`config.mk`:
```
export PLATFORM = sky130hd
export DESIGN_NAME = oled_text_renderer
export DESIGN_NICKNAME = d
export VERILOG_FILES = /design/src/rtl/oled_text_renderer_pkg.sv /design/src/rtl/oled_text_renderer_msg_buffer.sv /design/src/rtl/oled_text_renderer.sv
export SDC_FILE = /design/constraint.sdc
export NUM_CORES = 1
export LEC_CHECK = 0
export CORE_MARGIN = 2
export CORE_UTILIZATION = 57
export CTS_CLUSTER_DIAMETER = 40
export DETAILED_ROUTE_END_ITERATION = 6
export GPL_TIMING_DRIVEN = 0
export HOLD_SLACK_MARGIN = 0.08
export PLACE_DENSITY_LB_ADDON = 0.15
export SETUP_SLACK_MARGIN = 0.15
export SYNTH_ARGS = -nofsm -noshare
export SYNTH_HDL_FRONTEND = slang
export SYNTH_SLANG_ARGS = --single-unit
```
`constraint.sdc`:
```
create_clock -name clk -period 2.7 [get_ports clk]
set_input_delay 0.675 -clock clk [delete_from_list [all_inputs] [get_ports clk]]
set_output_delay 0.675 -clock clk [all_outputs]
set_load 0.05 [all_outputs]
```
`src/rtl/oled_text_renderer_pkg.sv`:
```
// Shared definitions for the OLED text renderer: FSM states, panel/glyph geometry
// and the reset contents of the message buffer.
package oled_text_renderer_pkg;

    typedef enum logic [1:0] {
        StIdle,
        StStream,
        StUpdate
    } state_t;

    localparam int unsigned DispW  = 96;
    localparam int unsigned DispH  = 64;
    localparam int unsigned CharW  = 6;
    localparam int unsigned GlyphH = 7;

    // Reset message "HELLO"; slots past the fifth reset to the blank code.
    function automatic logic [6:0] hello_code(input int i);
        case (i)
            0:       hello_code = 7'd72;
            1:       hello_code = 7'd69;
            2:       hello_code = 7'd76;
            3:       hello_code = 7'd76;
            4:       hello_code = 7'd79;
            default: hello_code = 7'd0;
        endcase
    endfunction

endpackage

```
`src/rtl/oled_text_renderer_msg_buffer.sv`:
```
// Message register file: one write port, asynchronous read, resets to "HELLO".
// Writes to addresses at or beyond MSG_LEN match no entry and are dropped.
module oled_text_renderer_msg_buffer
    import oled_text_renderer_pkg::*;
#(
    parameter int unsigned MSG_LEN = 5
) (
    input  logic       clk,
    input  logic       rst_n,
    input  logic       we,
    input  logic [2:0] wr_addr,
    input  logic [6:0] wr_data,
    input  logic [2:0] rd_addr,
    output logic [6:0] rd_data
);

    logic [6:0] msg_q [MSG_LEN];

    always_ff @(posedge clk or negedge rst_n) begin
        if (!rst_n) begin
            for (int i = 0; i < int'(MSG_LEN); i++) begin
                msg_q[i] <= hello_code(i);
            end
        end else if (we) begin
            for (int i = 0; i < int'(MSG_LEN); i++) begin
                if (wr_addr == 3'(i)) begin
                    msg_q[i] <= wr_data;
                end
            end
        end
    end

    always_comb begin
        rd_data = '0;
        for (int i = 0; i < int'(MSG_LEN); i++) begin
            if (rd_addr == 3'(i)) begin
                rd_data = msg_q[i];
            end
        end
    end

endmodule

```
`src/rtl/oled_text_renderer.sv`:
```
// Raster pixel generator: walks the panel per frame, drives font ROM lookups and
// streams one bit per pixel over valid/ready, with a wrapping horizontal scroll.
module oled_text_renderer
    import oled_text_renderer_pkg::*;
#(
    parameter int unsigned DISP_W          = DispW,
    parameter int unsigned DISP_H          = DispH,
    parameter int unsigned MSG_LEN         = 5,
    parameter int unsigned CHAR_W          = CharW,
    parameter int unsigned Y_OFF           = 28,
    parameter int unsigned FRAMES_PER_STEP = 4
) (
    input  logic       clk,
    input  logic       rst_n,
    input  logic       frame_start,
    input  logic       scroll_en,
    input  logic       msg_we,
    input  logic [2:0] msg_addr,
    input  logic [6:0] msg_data,
    output logic [6:0] font_char,
    output logic [2:0] font_row,
    input  logic [4:0] font_pixels,
    output logic       pix_valid,
    input  logic       pix_ready,
    output logic       pix_on,
    output logic       pix_last,
    output logic       busy
);

    localparam int unsigned XW = $clog2(DISP_W);
    localparam int unsigned YW = $clog2(DISP_H);
    localparam int unsigned FW = (FRAMES_PER_STEP > 1) ? $clog2(FRAMES_PER_STEP) : 1;

    state_t        state_q;
    logic [XW-1:0] x_q;
    logic [YW-1:0] y_q;
    logic [2:0]    cidx_q, ccol_q;
    logic [2:0]    scroll_char_q, scroll_col_q;
    logic [FW-1:0] frame_cnt_q;

    logic [6:0]    code;
    logic [YW-1:0] yrel;
    logic [4:0]    shifted;
    logic          in_band, pixel, line_end, frame_end;
    logic [2:0]    cidx_step, ccol_step, scroll_char_step, scroll_col_step;

    oled_text_renderer_msg_buffer #(
        .MSG_LEN (MSG_LEN)
    ) u_msg_buffer (
        .clk     (clk),
        .rst_n   (rst_n),
        .we      (msg_we),
        .wr_addr (msg_addr),
        .wr_data (msg_data),
        .rd_addr (cidx_q),
        .rd_data (code)
    );

    // ROM address is only presented while streaming so it idles at zero.
    assign yrel      = y_q - YW'(Y_OFF);
    assign font_char = (state_q == StStream) ? code : '0;
    assign font_row  = (state_q == StStream) ? yrel[2:0] : '0;

    assign in_band   = (y_q >= YW'(Y_OFF)) && (y_q <= YW'(Y_OFF + GlyphH - 1));
    assign shifted   = font_pixels << ccol_q;
    assign pixel     = in_band && (ccol_q <= 3'd4) && (code != 7'd0) && shifted[4];
    assign line_end  = (x_q == XW'(DISP_W - 1));
    assign frame_end = line_end && (y_q == YW'(DISP_H - 1));

    always_comb begin
        ccol_step = ccol_q + 3'd1;
        cidx_step = cidx_q;
        if (ccol_q == 3'(CHAR_W - 1)) begin
            ccol_step = '0;
            cidx_step = (cidx_q == 3'(MSG_LEN - 1)) ? '0 : cidx_q + 3'd1;
        end
    end

    always_comb begin
        scroll_col_step  = scroll_col_q + 3'd1;
        scroll_char_step = scroll_char_q;
        if (scroll_col_q == 3'(CHAR_W - 1)) begin
            scroll_col_step  = '0;
            scroll_char_step = (scroll_char_q == 3'(MSG_LEN - 1)) ? '0 : scroll_char_q + 3'd1;
        end
    end

    always_ff @(posedge clk or negedge rst_n) begin
        if (!rst_n) begin
            state_q       <= StIdle;
            x_q           <= '0;
            y_q           <= '0;
            cidx_q        <= '0;
            ccol_q        <= '0;
            scroll_char_q <= '0;
            scroll_col_q  <= '0;
            frame_cnt_q   <= '0;
            pix_valid     <= 1'b0;
            pix_on        <= 1'b0;
            pix_last      <= 1'b0;
            busy          <= 1'b0;
        end else begin
            unique case (state_q)
                StIdle: begin
                    if (frame_start) begin
                        state_q <= StStream;
                        busy    <= 1'b1;
                        x_q     <= '0;
                        y_q     <= '0;
                        cidx_q  <= scroll_char_q;
                        ccol_q  <= scroll_col_q;
                    end
                end
                StStream: begin
                    if (pix_valid && pix_ready && pix_last) begin
                        pix_valid <= 1'b0;
                        pix_on    <= 1'b0;
                        pix_last  <= 1'b0;
                        state_q   <= StUpdate;
                    end else if (!pix_valid || pix_ready) begin
                        pix_valid <= 1'b1;
                        pix_on    <= pixel;
                        pix_last  <= frame_end;
                        // Every line restarts from the scroll position; no divider needed.
                        if (line_end) begin
                            x_q    <= '0;
                            y_q    <= y_q + YW'(1);
                            cidx_q <= scroll_char_q;
                            ccol_q <= scroll_col_q;
                        end else begin
                            x_q    <= x_q + XW'(1);
                            cidx_q <= cidx_step;
                            ccol_q <= ccol_step;
                        end
                    end
                end
                StUpdate: begin
                    state_q <= StIdle;
                    busy    <= 1'b0;
                    if (frame_cnt_q == FW'(FRAMES_PER_STEP - 1)) begin
                        frame_cnt_q <= '0;
                        if (scroll_en) begin
                            scroll_char_q <= scroll_char_step;
                            scroll_col_q  <= scroll_col_step;
                        end
                    end else begin
                        frame_cnt_q <= frame_cnt_q + FW'(1);
                    end
                end
                default: state_q <= StIdle;
            endcase
        end
    end

endmodule

```
---- Yosys cells after proc, flatten, opt, wreduce, memory -nomap -nowiden ----
Index checks and enable logic that the tools add are counted.
operators by class
  $lt $le $gt $ge ......................... 3
  multiplexer cells ....................... 44
  eq/ne operators ......................... 22
  reduce and logical (&&, ||, !) cells .... 29
  shifts and indexed selects .............. 1
  add/sub/neg operators ................... 8
operators with widths
  operator                                                                number
  7-bit 2-to-1 mux                                                        10
  3-bit 2-to-1 mux                                                        14
  6-bit 2-to-1 mux                                                        4
  2-bit AND reduction                                                     8
  3-bit == test (second input constant)                                   5
  7-bit case mux with 2 select lines                                      1
  3-bit by 1-bit adder with 3-bit output (second input constant)          4
  3-bit by 2-bit == test with 1-bit output (second input constant)        4
  3-bit case mux with 2 select lines                                      2
  6-bit case mux with 2 select lines                                      1
  5-bit AND reduction                                                     2
  4-bit AND reduction                                                     2
  7-bit by 1-bit adder with 7-bit output (second input constant)          1
  7-bit == test (second input constant)                                   1
  1-bit logical AND                                                       7
  1-bit 2-to-1 mux                                                        7
  7-bit nonzero test                                                      1
  6-bit by 1-bit adder with 6-bit output (second input constant)          1
  3-bit by 1-bit == test with 1-bit output (second input constant)        2
  6-bit == test (second input constant)                                   1
  6-bit by 5-bit >= comparator with 1-bit output (second input constant)  1
  6-bit <= comparator (second input constant)                             1
  3-bit logical NOT                                                       2
  2-bit 2-to-1 mux                                                        3
  other kinds (16)                                                        22
word-level totals
  input bits .............................. 21
  word-level logic and storage cells ...... 124
  bits in registers ....................... 68
  output and inout port bits .............. 14

---- Logic depth before layout (Yosys ltp) ----
Gate-level depths: netlist (run 1).
  depth after elaboration ................. 11
  depth in mapped cells ................... 10
  mapped depth without buffers ............ 7

---- By module ----
A second synthesis (run 1) with hierarchy kept.
second synthesis, totals
  cell total of the unflattened synthesis .. 321
  area total of the unflattened synthesis .. 3662.3 um^2
modules (own cells, without submodules)
  module                         instances  seq. area each (um^2)  cells each  area each (um^2)
  oled_text_renderer             1          825.8                  201         1971.9
  oled_text_renderer_msg_buffer  1          895.9                  120         1690.4

---- Worst setup path after synthesis (run 1) ----
OpenSTA, ideal clock, no wires.
  path type ............................... register to output
  start ................................... register cidx_q[0]
  end ..................................... output font_char[5]
  data required time ...................... 2.025 ns
  cell stages (with the launch flop) ...... 9
  setup slack ............................. -0.167 ns
  arrival ................................. 2.192 ns
  cell sequence ........................... dfrtp_1 -> ha_1 -> ha_1 -> clkbuf_2 -> or2_2 -> clkbuf_1 -> a21oi_1 -> a221oi_1 -> nor2_1
on the way
  longest elaborated chain between the ends .. 7
  elaborated cells on any way between the ends .. 11
RTL lines
  what                           RTL line                             text
  from (decl)                    oled_text_renderer.sv:37             logic [2:0] cidx_q, ccol_q;
  from (signal assigned)         oled_text_renderer.sv:110            cidx_q <= scroll_char_q;
  from (signal assigned)         oled_text_renderer.sv:128            cidx_q <= scroll_char_q;
  from (signal assigned)         oled_text_renderer.sv:132            cidx_q <= cidx_step;
  3-bit logical NOT              oled_text_renderer_msg_buffer.sv:36  if (rd_addr == 3'(i)) begin
  7-bit 2-to-1 mux (4 in a row)  oled_text_renderer_msg_buffer.sv:36
  7-bit 2-to-1 mux (*)           oled_text_renderer_msg_buffer.sv:36
  7-bit 2-to-1 mux (*)           oled_text_renderer.sv:61             assign font_char = (state_q == StStream) ? code : '0;
  to (decl)                      oled_text_renderer.sv:20             output logic [6:0] font_char,
Mark *: on every way between the ends. The rest lies on a longest branch, timed or not.

---- Final worst setup path (run 1) ----
  start ................................... register cidx_q[0]
  end ..................................... output font_char[2]
The elaborated chain is that of the path after synthesis.

==> impl_metrics.tcl, run 1 <==
set metrics [dict create \
    critical_path_class "flop to output pin" \
    drcViolationCount 0 \
    core_area_mm2 0.00592 \
    violations "setup timing" \
    worstSetupEndpointType "output pin" \
    nets 453 \
    cp_data_arrival_time_ns 2.15 \
    hold_viol_final 0 \
    sw_frac_of_total 0.406 \
    p_switching_mw 2.01 \
    mappedNetlistNets 378 \
    syn-cell-area_mm2 0.00348 \
    wl_per_cell_um 19.7 \
    syn_inst 346 \
    crit_family "buffers and inverters" \
    hold_class "primary input to async pin" \
    finalCritPeriodShare 1.05 \
    pre_cts_slack_ns -0.751 \
    placed_area_mm2 0.00395 \
    mostFrequentLayoutCell "dfrtp_1" \
    slew_headroom 0.433 \
    numPortBuffers 33 \
    vias_per_cell 6.13 \
    max_freq_mhz 354 \
    cpPeakStageDelay_ns 0.46 \
    cp_data_required_time_ns 2.03 \
    grt_pass1_vias 2868 \
    setup_viol 8 \
    outcome "complete, but fails checks" \
    ios 35 \
    finalSetupTns_ns -0.931 \
    worst_pin_slew_ns 0.851 \
    cts_num_sinks 68 \
    drive_above_1_share 0.385 \
    vias 3071 \
    postSynthAreaPerCell_um2 10.0 \
    rsz0062_at_grt "true" \
    dp_hpwl_mm 5.17 \
    cts_tree "done" \
    grt_pass1_wl_mm 14.1 \
    synth_seq_area_share 0.495 \
    antenna_found_initial 0 \
    p_clk_frac 0.149 \
    ir_drop_uv 805 \
    rows 28 \
    ys_types 47 \
    critPathSlowestCell "dfrtp_2" \
    detail-route-antenna-nets 0 \
    gp_congestion 0.803 \
    cp.buffers_inverters 5 \
    syn2layout_area_growth_pct 39.4 \
    start_util 0.587 \
    grtUsageTotal 0.287 \
    die_area_mm2 0.00674 \
    critPathLaunchType "flop" \
    clock-skew-final_ns 0.00888 \
    grt_start_max_net_pins 69 \
    dr.pass1.iters 5 \
    fp.dieH_um 82.1 \
    cts.reportedPaths.clkPinSlew_ns 0.08 \
    setup_ws_ns -0.127 \
    ctsHtreeMaxLevel 3 \
    drv_slew 0 \
    internal_power_mw 2.95 \
    nFillCells 317 \
    grt_remaining_overflow 0 \
    antenna_cells 0 \
    clk-insertion-delay-late_ns 0.35 \
    crit_chain "inv_4, ha_4, buf_8, and2_4, buf_8, buf_12, a221oi_4, nor2_4, buf_8" \
    p_leak_nw 2.05 \
    die_w_um 82.1 \
    yosysWarningCount 0 \
    cts_inserted_buffers 9 \
    clk_path_buf_depth 2 \
    cap_viol_max_count 0 \
    period_minus_slack_ns 2.83 \
    cp_common_cell "buf_8" \
    worstPathMaxFanout 5 \
    seqPwrFrac 0.303 \
    hold_buffers 0 \
    fin_area_mm2 0.00485 \
    holdWs_ns 0.440 \
    drtIter0Drc 284 \
    cellPowerDensity_mw_per_mm2 1020 \
    mostFrequentLayoutCells "dfrtp_1, nand2_1, mux2_2, buf_6, nor2_1" \
    wirelength_mm 9.89 \
    root_buffer "clkbuf_8" \
    ys_ff_latch 68 \
    combPwrFrac 0.548 \
]
-- cells in the mapped netlist, drive strengths merged --
| cell type | number | area, um2 |
|---|---|---|
| nand3 | 12 | 60.1 |
| nand2b | 5 | 31.3 |
| nor2b | 3 | 26.3 |
| ha | 11 | 138 |
| nand2 | 41 | 154 |
| o21ai | 31 | 155 |
| nor3b | 2 | 20.0 |
| a2bb2oi | 1 | 8.76 |
| or2 | 1 | 6.26 |
| dfrtp | 52 | 1300 |
| a211oi | 3 | 22.5 |
| nor2 | 35 | 131 |
| xor2 | 5 | 43.8 |
| nand4 | 5 | 37.5 |
| a311oi | 1 | 15.0 |
| or3b | 1 | 11.3 |
| o32ai | 1 | 8.76 |
| mux2 | 32 | 360 |
| mux2i | 1 | 10.0 |
| mux4 | 1 | 22.5 |
| a311o | 1 | 10.0 |
| dfstp | 16 | 420 |
| inv | 19 | 71.3 |
| o41ai | 2 | 17.5 |
| buf | 5 | 27.5 |
| and2 | 1 | 6.26 |
| nand3b | 1 | 7.51 |
| and3b | 1 | 8.76 |
| clkbuf | 9 | 37.5 |
| a21oi | 22 | 110 |
| a21o | 2 | 15.0 |
| a22o | 3 | 26.3 |
| nor4b | 1 | 8.76 |
| a221oi | 7 | 61.3 |
| a32o | 2 | 20.0 |
| nor3 | 5 | 30.0 |
| and3 | 3 | 18.8 |
| xnor2 | 1 | 8.76 |
| o211ai | 1 | 7.51 |
-- per-stage QoR --
step                total power [mW]  instances  utilization
floorplan                       2.50        346            -
global placement                2.90        454        0.668
detailed placement              2.95        454        0.667
CTS                             4.50        496        0.788
global route                    5.18        501        0.819
finish                          4.96        501        0.819
-- logic make-up after synthesis --
family / count (synthesis) / synth area share
AND/OR/NAND/NOR: 117 / 0.160
buffers and inverters: 33 / 0.0392
adder cells (fa/ha/maj): 11 / 0.0396
XOR/XNOR: 6 / 0.0151
AO/OA/AOI/OAI: 77 / 0.137
flip-flops: 68 / 0.495
multiplexers: 34 / 0.113
-- path summary, 6_finish.rpt --
check / startpoint / to / slack, ns / depth (start not counted)
setup / recovery: cidx_q[0] / font_char[2] / -0.13 / 9
hold / removal: rst_n / u_msg_buffer.msg_q[25] / 0.44 / 1
setup reg to reg: cidx_q[0] / cidx_q[0] / -0.12 / 22
hold reg to reg: busy / busy / 0.50 / 2
max in group asynchronous: rst_n / cidx_q[1] / 1.67 / 1
min in group clk: busy / busy / 0.50 / 2
-- worst reg2reg max path: cells and delay by family (launching register included) --
family | cells | cell delay (ns)
flops | 1 | 0.46
buf+inv | 21 | 2.17
compound gates | 1 | 0.10
-- layout make-up --
type	instances	area [um2]	share of cell area
clock buffers	13	149	0.0307
well taps	75	93.8	0.0194
repair buffers	65	679	0.140
multi-input cells	245	1980	0.407
flip-flops and latches	68	1720	0.356
inverters	19	76.3	0.0157
clock inverters	3	15.0	0.00310
plain buffers	13	135	0.0279
-- power by group through the flow --
stage | clock network [mW] | registers (mW) | logic, mW
global placement | 0 | 1.44 | 1.46
detailed placement | 0 | 1.45 | 1.49
floorplan | 0 | 1.41 | 1.09
CTS | 0.733 | 1.46 | 2.31
finish | 0.737 | 1.51 | 2.72
global route | 0.785 | 1.53 | 2.86
-- layer usage --
metal  share of wire  vias to the layer above  track usage  routed length (um)
met1            0.38                     1542        0.369                3790
met5               0                        -            0                   0
li1                -                     1370            -                   -
met4           0.030                        0        0.125                 299
met3           0.065                       27       0.0620                 647
met2            0.52                      132        0.471                5150
-- timing repair --
action                                  in CTS  in global routing
pin swaps                                   10                  9
hold endpoints to repair                     0                  0
endpoints found under the setup margin      11                 11
buffers inserted                            26                  5
gates cloned                                 1                  0
gates resized for setup                    130                 42
-- flip-flops by register name, summed over array words and instances, names as in the netlist, 2 cells and up --
name                flops
y_q                     6
state_q                 2
u_msg_buffer.msg_q     35
frame_cnt_q             2
ccol_q                  3
x_q                     7
scroll_char_q           3
scroll_col_q            3
cidx_q                  3
No activity file was read; power rests on OpenSTA's default activity.
==> run 2: changes to the inputs <==
--- a/config.mk
+++ b/config.mk
@@ -11,3 +11,2 @@
 export DETAILED_ROUTE_END_ITERATION = 6
-export GPL_TIMING_DRIVEN = 0
 export HOLD_SLACK_MARGIN = 0.08
==> constraint.sdc (replaced) <==
create_clock -name clk -period 2.7 [get_ports clk]
set_input_delay 0.54 -clock clk [delete_from_list [all_inputs] [get_ports clk]]
set_output_delay 0.54 -clock clk [all_outputs]
set_load 0.05 [all_outputs]
==> run 2 against run 1 <==
The run now ends clean. Critical endpoint is now font_char[1]. Non-clock buffer count shrank 33. Wire length shrank 17%. Largest cell class unchanged. Final cell count shrank 6.4%.
==> impl_metrics.tcl, run 2 (same netlist as run 1, synthesis figures left out) <==
set metrics [dict create \
    numPortBuffers 34 \
    outcome "finished, final reports clean" \
    worstSetupEndpointType "output pin" \
    detail-route-antenna-nets 0 \
    largest_register_ffs 35 \
    clk-insertion-delay-late_ns 0.35 \
    max_freq_mhz 398 \
    worstPathMaxFanout 7 \
    cellPowerDensity_mw_per_mm2 967 \
    drtIter0Drc 242 \
    p_leak_nw 1.86 \
    cts_inserted_buffers 9 \
    syn2layout_area_growth_pct 24.9 \
    cp_data_arrival_time_ns 1.97 \
    grt_start_max_net_pins 45 \
    antenna_found_initial 0 \
    core_area_mm2 0.00592 \
    ir_drop_uv 584 \
    finalNonFillerCells 469 \
    cap_viol_max_count 0 \
    finalCritPeriodShare 0.929 \
    topRoutingLayerUsed "met4" \
    fp.dieH_um 82.1 \
    top_register "u_msg_buffer.msg_q" \
    start_util 0.587 \
    top_regs "u_msg_buffer.msg_q (35), x_q (7), y_q (6)" \
    rr_worst_depth 6 \
    root_buffer "clkbuf_8" \
    r2r-start "x_q[0]" \
    place_inst 449 \
    critPathLaunch "cidx_q[1]" \
    cts.reportedPaths.clkPinSlew_ns 0.08 \
    endpoint "font_char[1]" \
    vias 2811 \
    critical_path_class "flop to output pin" \
    hold_buffers 0 \
    antenna_cells 0 \
    dr.pass1.iters 5 \
    rows 28 \
    grt_pass1_vias 2582 \
    ios 35 \
    cts_tree "done" \
    grt_pass1_wl_mm 12.6 \
    cp_data_required_time_ns 2.16 \
    met1_length_mm 3.59 \
    grt_remaining_overflow 0 \
    setup_ws_ns 0.190 \
    hold_viol_final 0 \
    drcViolationCount 0 \
    mostFrequentLayoutCell "dfrtp_1" \
    slew_headroom 0.480 \
    period_minus_slack_ns 2.51 \
    r2r_end "cidx_q[2]" \
    ctsHtreeMaxLevel 3 \
    nets 421 \
    critPathLaunchType "flop" \
    setup_viol 0 \
    drv_slew 0 \
    dp_hpwl_mm 5.30 \
    cts_num_sinks 68 \
    finalSetupTns_ns 0 \
    rsz0062_at_grt "true" \
    wl_per_cell_um 17.5 \
    die_area_mm2 0.00674 \
    drive_above_1_share 0.327 \
    wirelength_mm 8.19 \
    wl_met2_mm 3.83 \
    mostFrequentLayoutCells "dfrtp_1, nand2_1, mux2_2, nor2_1, clkdlybuf4s50_1" \
    gp_congestion 0.862 \
    worst_pin_slew_ns 0.778 \
    clk_path_buf_depth 2 \
    hold_class "primary input to async pin" \
    r2r_slack_ns 0.53 \
    vias_per_cell 5.99 \
    met3_length_um 569 \
    grtUsageTotal 0.252 \
    clock-skew-final_ns 0.0130 \
    pre_cts_slack_ns 0.252 \
    final_util 0.734 \
    die_w_um 82.1 \
]
run 2: changes by cell type in the layout (fill, tap and decap cells not counted), moves of 3 or more:
cell | before | now
nor2_4 | 7 | 0
buf_2 | 4 | 1
a21oi_2 | 3 | 9
a21oi_4 | 8 | 0
a221oi_2 | 0 | 7
buf_8 | 7 | 0
buf_6 | 25 | 9
clkbuf_1 | 5 | 0
nor2_1 | 25 | 28
nor2_2 | 3 | 7
a221oi_4 | 7 | 0
run 2: stage by stage:
stage / power, mW / cell area [um2] / hold WS (ns)
after detailed placement: 2.86 / 3910 / 0.496
after global placement: 2.82 / 3910 / 0.483
final: 4.20 / 4340 / 0.183
after CTS: 3.97 / 4230 / 0.199
after floorplan: 2.46 / 3490 / 0.244
after global routing: 4.41 / 4340 / 0.232
run 2: power by group:
group	switching (mW)	leakage (nW)	internal, mW	total (mW)
clock	0.407	0.116	0.545	0.952
combinational	1.04	0.930	0.725	1.77
sequential	0.206	0.816	1.27	1.48
total	1.66	1.86	2.54	4.20
run 2: timing repair:
action / in CTS / in global routing
buffers inserted: 1 / 2
gates resized for setup: 23 / 28
setup endpoints to repair: 7 / 7
pin swaps: 0 / 3
gates cloned: 0 / 1
run 2: metal layers:
| layer | global-route usage | vias to the layer above |
|---|---|---|
| li1 | - | 1309 |
| met5 | 0 | - |
| met3 | 0.0717 | 26 |
| met4 | 0.0850 | 0 |
| met1 | 0.351 | 1364 |
| met2 | 0.381 | 112 |
run 2: how the worst min path moves through the flow:
stage,start,endpoint,depth (start not counted)
2_1_floorplan,rst_n,busy,0
3_3_place_gp,busy,busy,2
3_5_place_dp,u_msg_buffer.msg_q[8],u_msg_buffer.msg_q[8],1
4_1_cts,rst_n,y_q[1],1
5_1_grt,rst_n,u_msg_buffer.msg_q[18],1
6_report,rst_n,y_q[1],1
run 2: area by class of cell:
class | instances | area (um2)
clock buffers | 10 | 138
clock inverters | 6 | 87.6
fillers | 402 | 1580
inverters | 19 | 71.3
multi-input cells | 246 | 1790
flip-flops and latches | 68 | 1720
well taps | 75 | 93.8
repair buffers | 45 | 439
run 2: worst max-delay path, cell delays in order, from the launching register on:
cell and delay, ns:
dfrtp_2 0.45, ha_2 0.20, ha_4 0.16, or2_4 0.28, a21oi_2 0.16, a221oi_2 0.09
nor2_2 0.11, buf_6 0.16
==> run 3: changes to the inputs <==
Settings changed: CORE_MARGIN 2 to unset, MAX_ROUTING_LAYER set to met4.
==> run 3 against run 2 <==
Critical path depth rose by 2. First-iteration DRC count fell by 26%. Global-route usage rose by 2.0 points. Worst setup slack got worse by 0.042 ns. Sequential power barely moved.
==> impl_metrics.tcl, run 3 (same netlist as run 1, synthesis figures left out) <==
set metrics [dict create \
    outcome "finished, final reports clean" \
    antenna_found_initial 0 \
    wl_per_cell_um 16.9 \
    clk_path_buf_depth 2 \
    drive_above_1_share 0.330 \
    cpPeakStageDelay_ns 0.45 \
    grt_start_max_net_pins 32 \
    dr.pass1.iters 5 \
    ir_drop_uv 627 \
    cts_tree "done" \
    worstPathMaxFanout 7 \
    rows 28 \
    drtIter0Drc 178 \
    critPathLaunchType "flop" \
    syn2layout_area_growth_pct 26.2 \
    nets 430 \
    cellPowerDensity_mw_per_mm2 941 \
    finalSetupTns_ns 0 \
    worst_pin_slew_ns 0.493 \
    p_leak_nw 1.88 \
    cp.buffers_inverters 4 \
    grt_pass1_vias 2626 \
    crit_chain "inv_2, ha_4, buf_4, nand2_1, o21ai_0, a221oi_2, buf_4, nor2_4, buf_8" \
    top_usage_layer "met2" \
    wirelength_mm 8.10 \
    die_w_um 80.1 \
    grtUsageTotal 0.272 \
    antenna_cells 0 \
    cts.reportedPaths.clkPinSlew_ns 0.07 \
    finalCritPeriodShare 0.945 \
    clock-skew-final_ns 0.0119 \
    gr-usage-met2 0.393 \
    met3_usage 0.0511 \
    detail-route-antenna-nets 0 \
    mostFrequentLayoutCells "dfrtp_1, nand2_1, mux2_2, nor2_1, o21ai_0" \
    r2r-start "x_q[1]" \
    numPortBuffers 34 \
    grt_remaining_overflow 0 \
    cp_common_cell "buf_4" \
    worstSetupEndpointType "output pin" \
    cp_data_arrival_time_ns 2.01 \
    die_area_mm2 0.00642 \
    slew_headroom 0.671 \
    r2r_slack_ns 0.71 \
    vias_per_cell 5.88 \
    drv_slew 0 \
    hold_viol_final 0 \
    r2r_end "cidx_q[2]" \
    ctsHtreeMaxLevel 3 \
    clk-insertion-delay-late_ns 0.34 \
    mostFrequentLayoutCell "dfrtp_1" \
    grt_pass1_wl_mm 12.7 \
    critPathSlowestCell "dfrtp_2" \
    root_buffer "clkbuf_8" \
    cts_inserted_buffers 9 \
    dp_hpwl_mm 5.37 \
    max_freq_mhz 392 \
    final_util 0.746 \
    grtUsageMet1 0.382 \
    fp.dieH_um 80.1 \
    ios 35 \
    period_minus_slack_ns 2.55 \
    cts_num_sinks 68 \
    rsz0062_at_grt "true" \
    start_util 0.591 \
    hold_class "primary input to async pin" \
    largest_register_ffs 35 \
    vias 2812 \
    hold_buffers 0 \
    rr_worst_depth 7 \
    setup_viol 0 \
    drcViolationCount 0 \
    crit_family "buffers and inverters" \
    top_register "u_msg_buffer.msg_q" \
    critical_path_class "flop to output pin" \
    cp_data_required_time_ns 2.16 \
    gp_congestion 0.931 \
    top_regs "u_msg_buffer.msg_q (35), x_q (7), y_q (6)" \
    cap_viol_max_count 0 \
    core_area_mm2 0.00589 \
]
-- run 3: changes by cell type in the layout (fill, tap and decap cells not counted), sizes merged --
cell / previous run / this run
clkbuf: 10 / 13
buf: 22 / 32
and2: 2 / 1
bufinv: 2 / 0
clkinv: 4 / 1
clkinvlp: 0 / 2
-- run 3: final cells by class --
class / instances / area (um2)
Fill cell: 438 / 1500
Clock inverter: 3 / 20.0
Tap cell: 75 / 93.8
Clock buffer: 13 / 169
Inverter: 19 / 71.3
Sequential cell: 68 / 1720
Multi-Input combinational cell: 245 / 1800
Timing Repair Buffer: 55 / 513
-- run 3: worst reg2reg max path, cell delays in order, from the launching register on --
cell,delay [ns]
dfrtp_1,0.39
ha_1,0.22
nand4_1,0.18
o21ai_1,0.17
buf_4,0.25
o21ai_1,0.23
a211oi_1,0.35
a21oi_1,0.07
-- run 3: timing repair --
action	CTS	global route
pin swaps	1	6
resized for setup	21	31
buffers inserted	0	11
endpoints found under the setup margin	7	9
-- run 3: worst max-delay path by stage --
stage	from	endpoint	slack, ns	cells past startpoint
3_5_place_dp	cidx_q[0]	font_char[6]	0.18	7
5_1_grt	cidx_q[0]	font_char[6]	0.008	8
4_1_cts	cidx_q[0]	font_char[2]	0.13	7
3_3_place_gp	cidx_q[0]	font_char[6]	0.25	7
6_report	cidx_q[0]	font_char[6]	0.15	9
2_1_floorplan	cidx_q[0]	font_char[5]	0.19	8
-- run 3: metal layers --
layer | vias up | part of all wire
met5 | - | 0
met4 | 0 | 0.021
li1 | 1317 | -
met1 | 1406 | 0.46
met3 | 18 | 0.043
met2 | 71 | 0.47
-- run 3: report_power, final --
group	internal, mW	switching [mW]
Sequential	1.28	0.210
Clock	0.408	0.373
Combinational	0.804	1.06
-- run 3: metrics by stage --
step	total power [mW]	area, um2	instances	setup WS [ns]	hold WS, ns
detailed placement	2.86	3910	451	0.175	0.494
finish	4.13	4390	478	0.148	0.142
global placement	2.82	3910	451	0.250	0.484
floorplan	2.46	3490	346	0.185	0.244
CTS	3.78	4180	467	0.127	0.147
global route	4.36	4390	478	0.00756	0.149
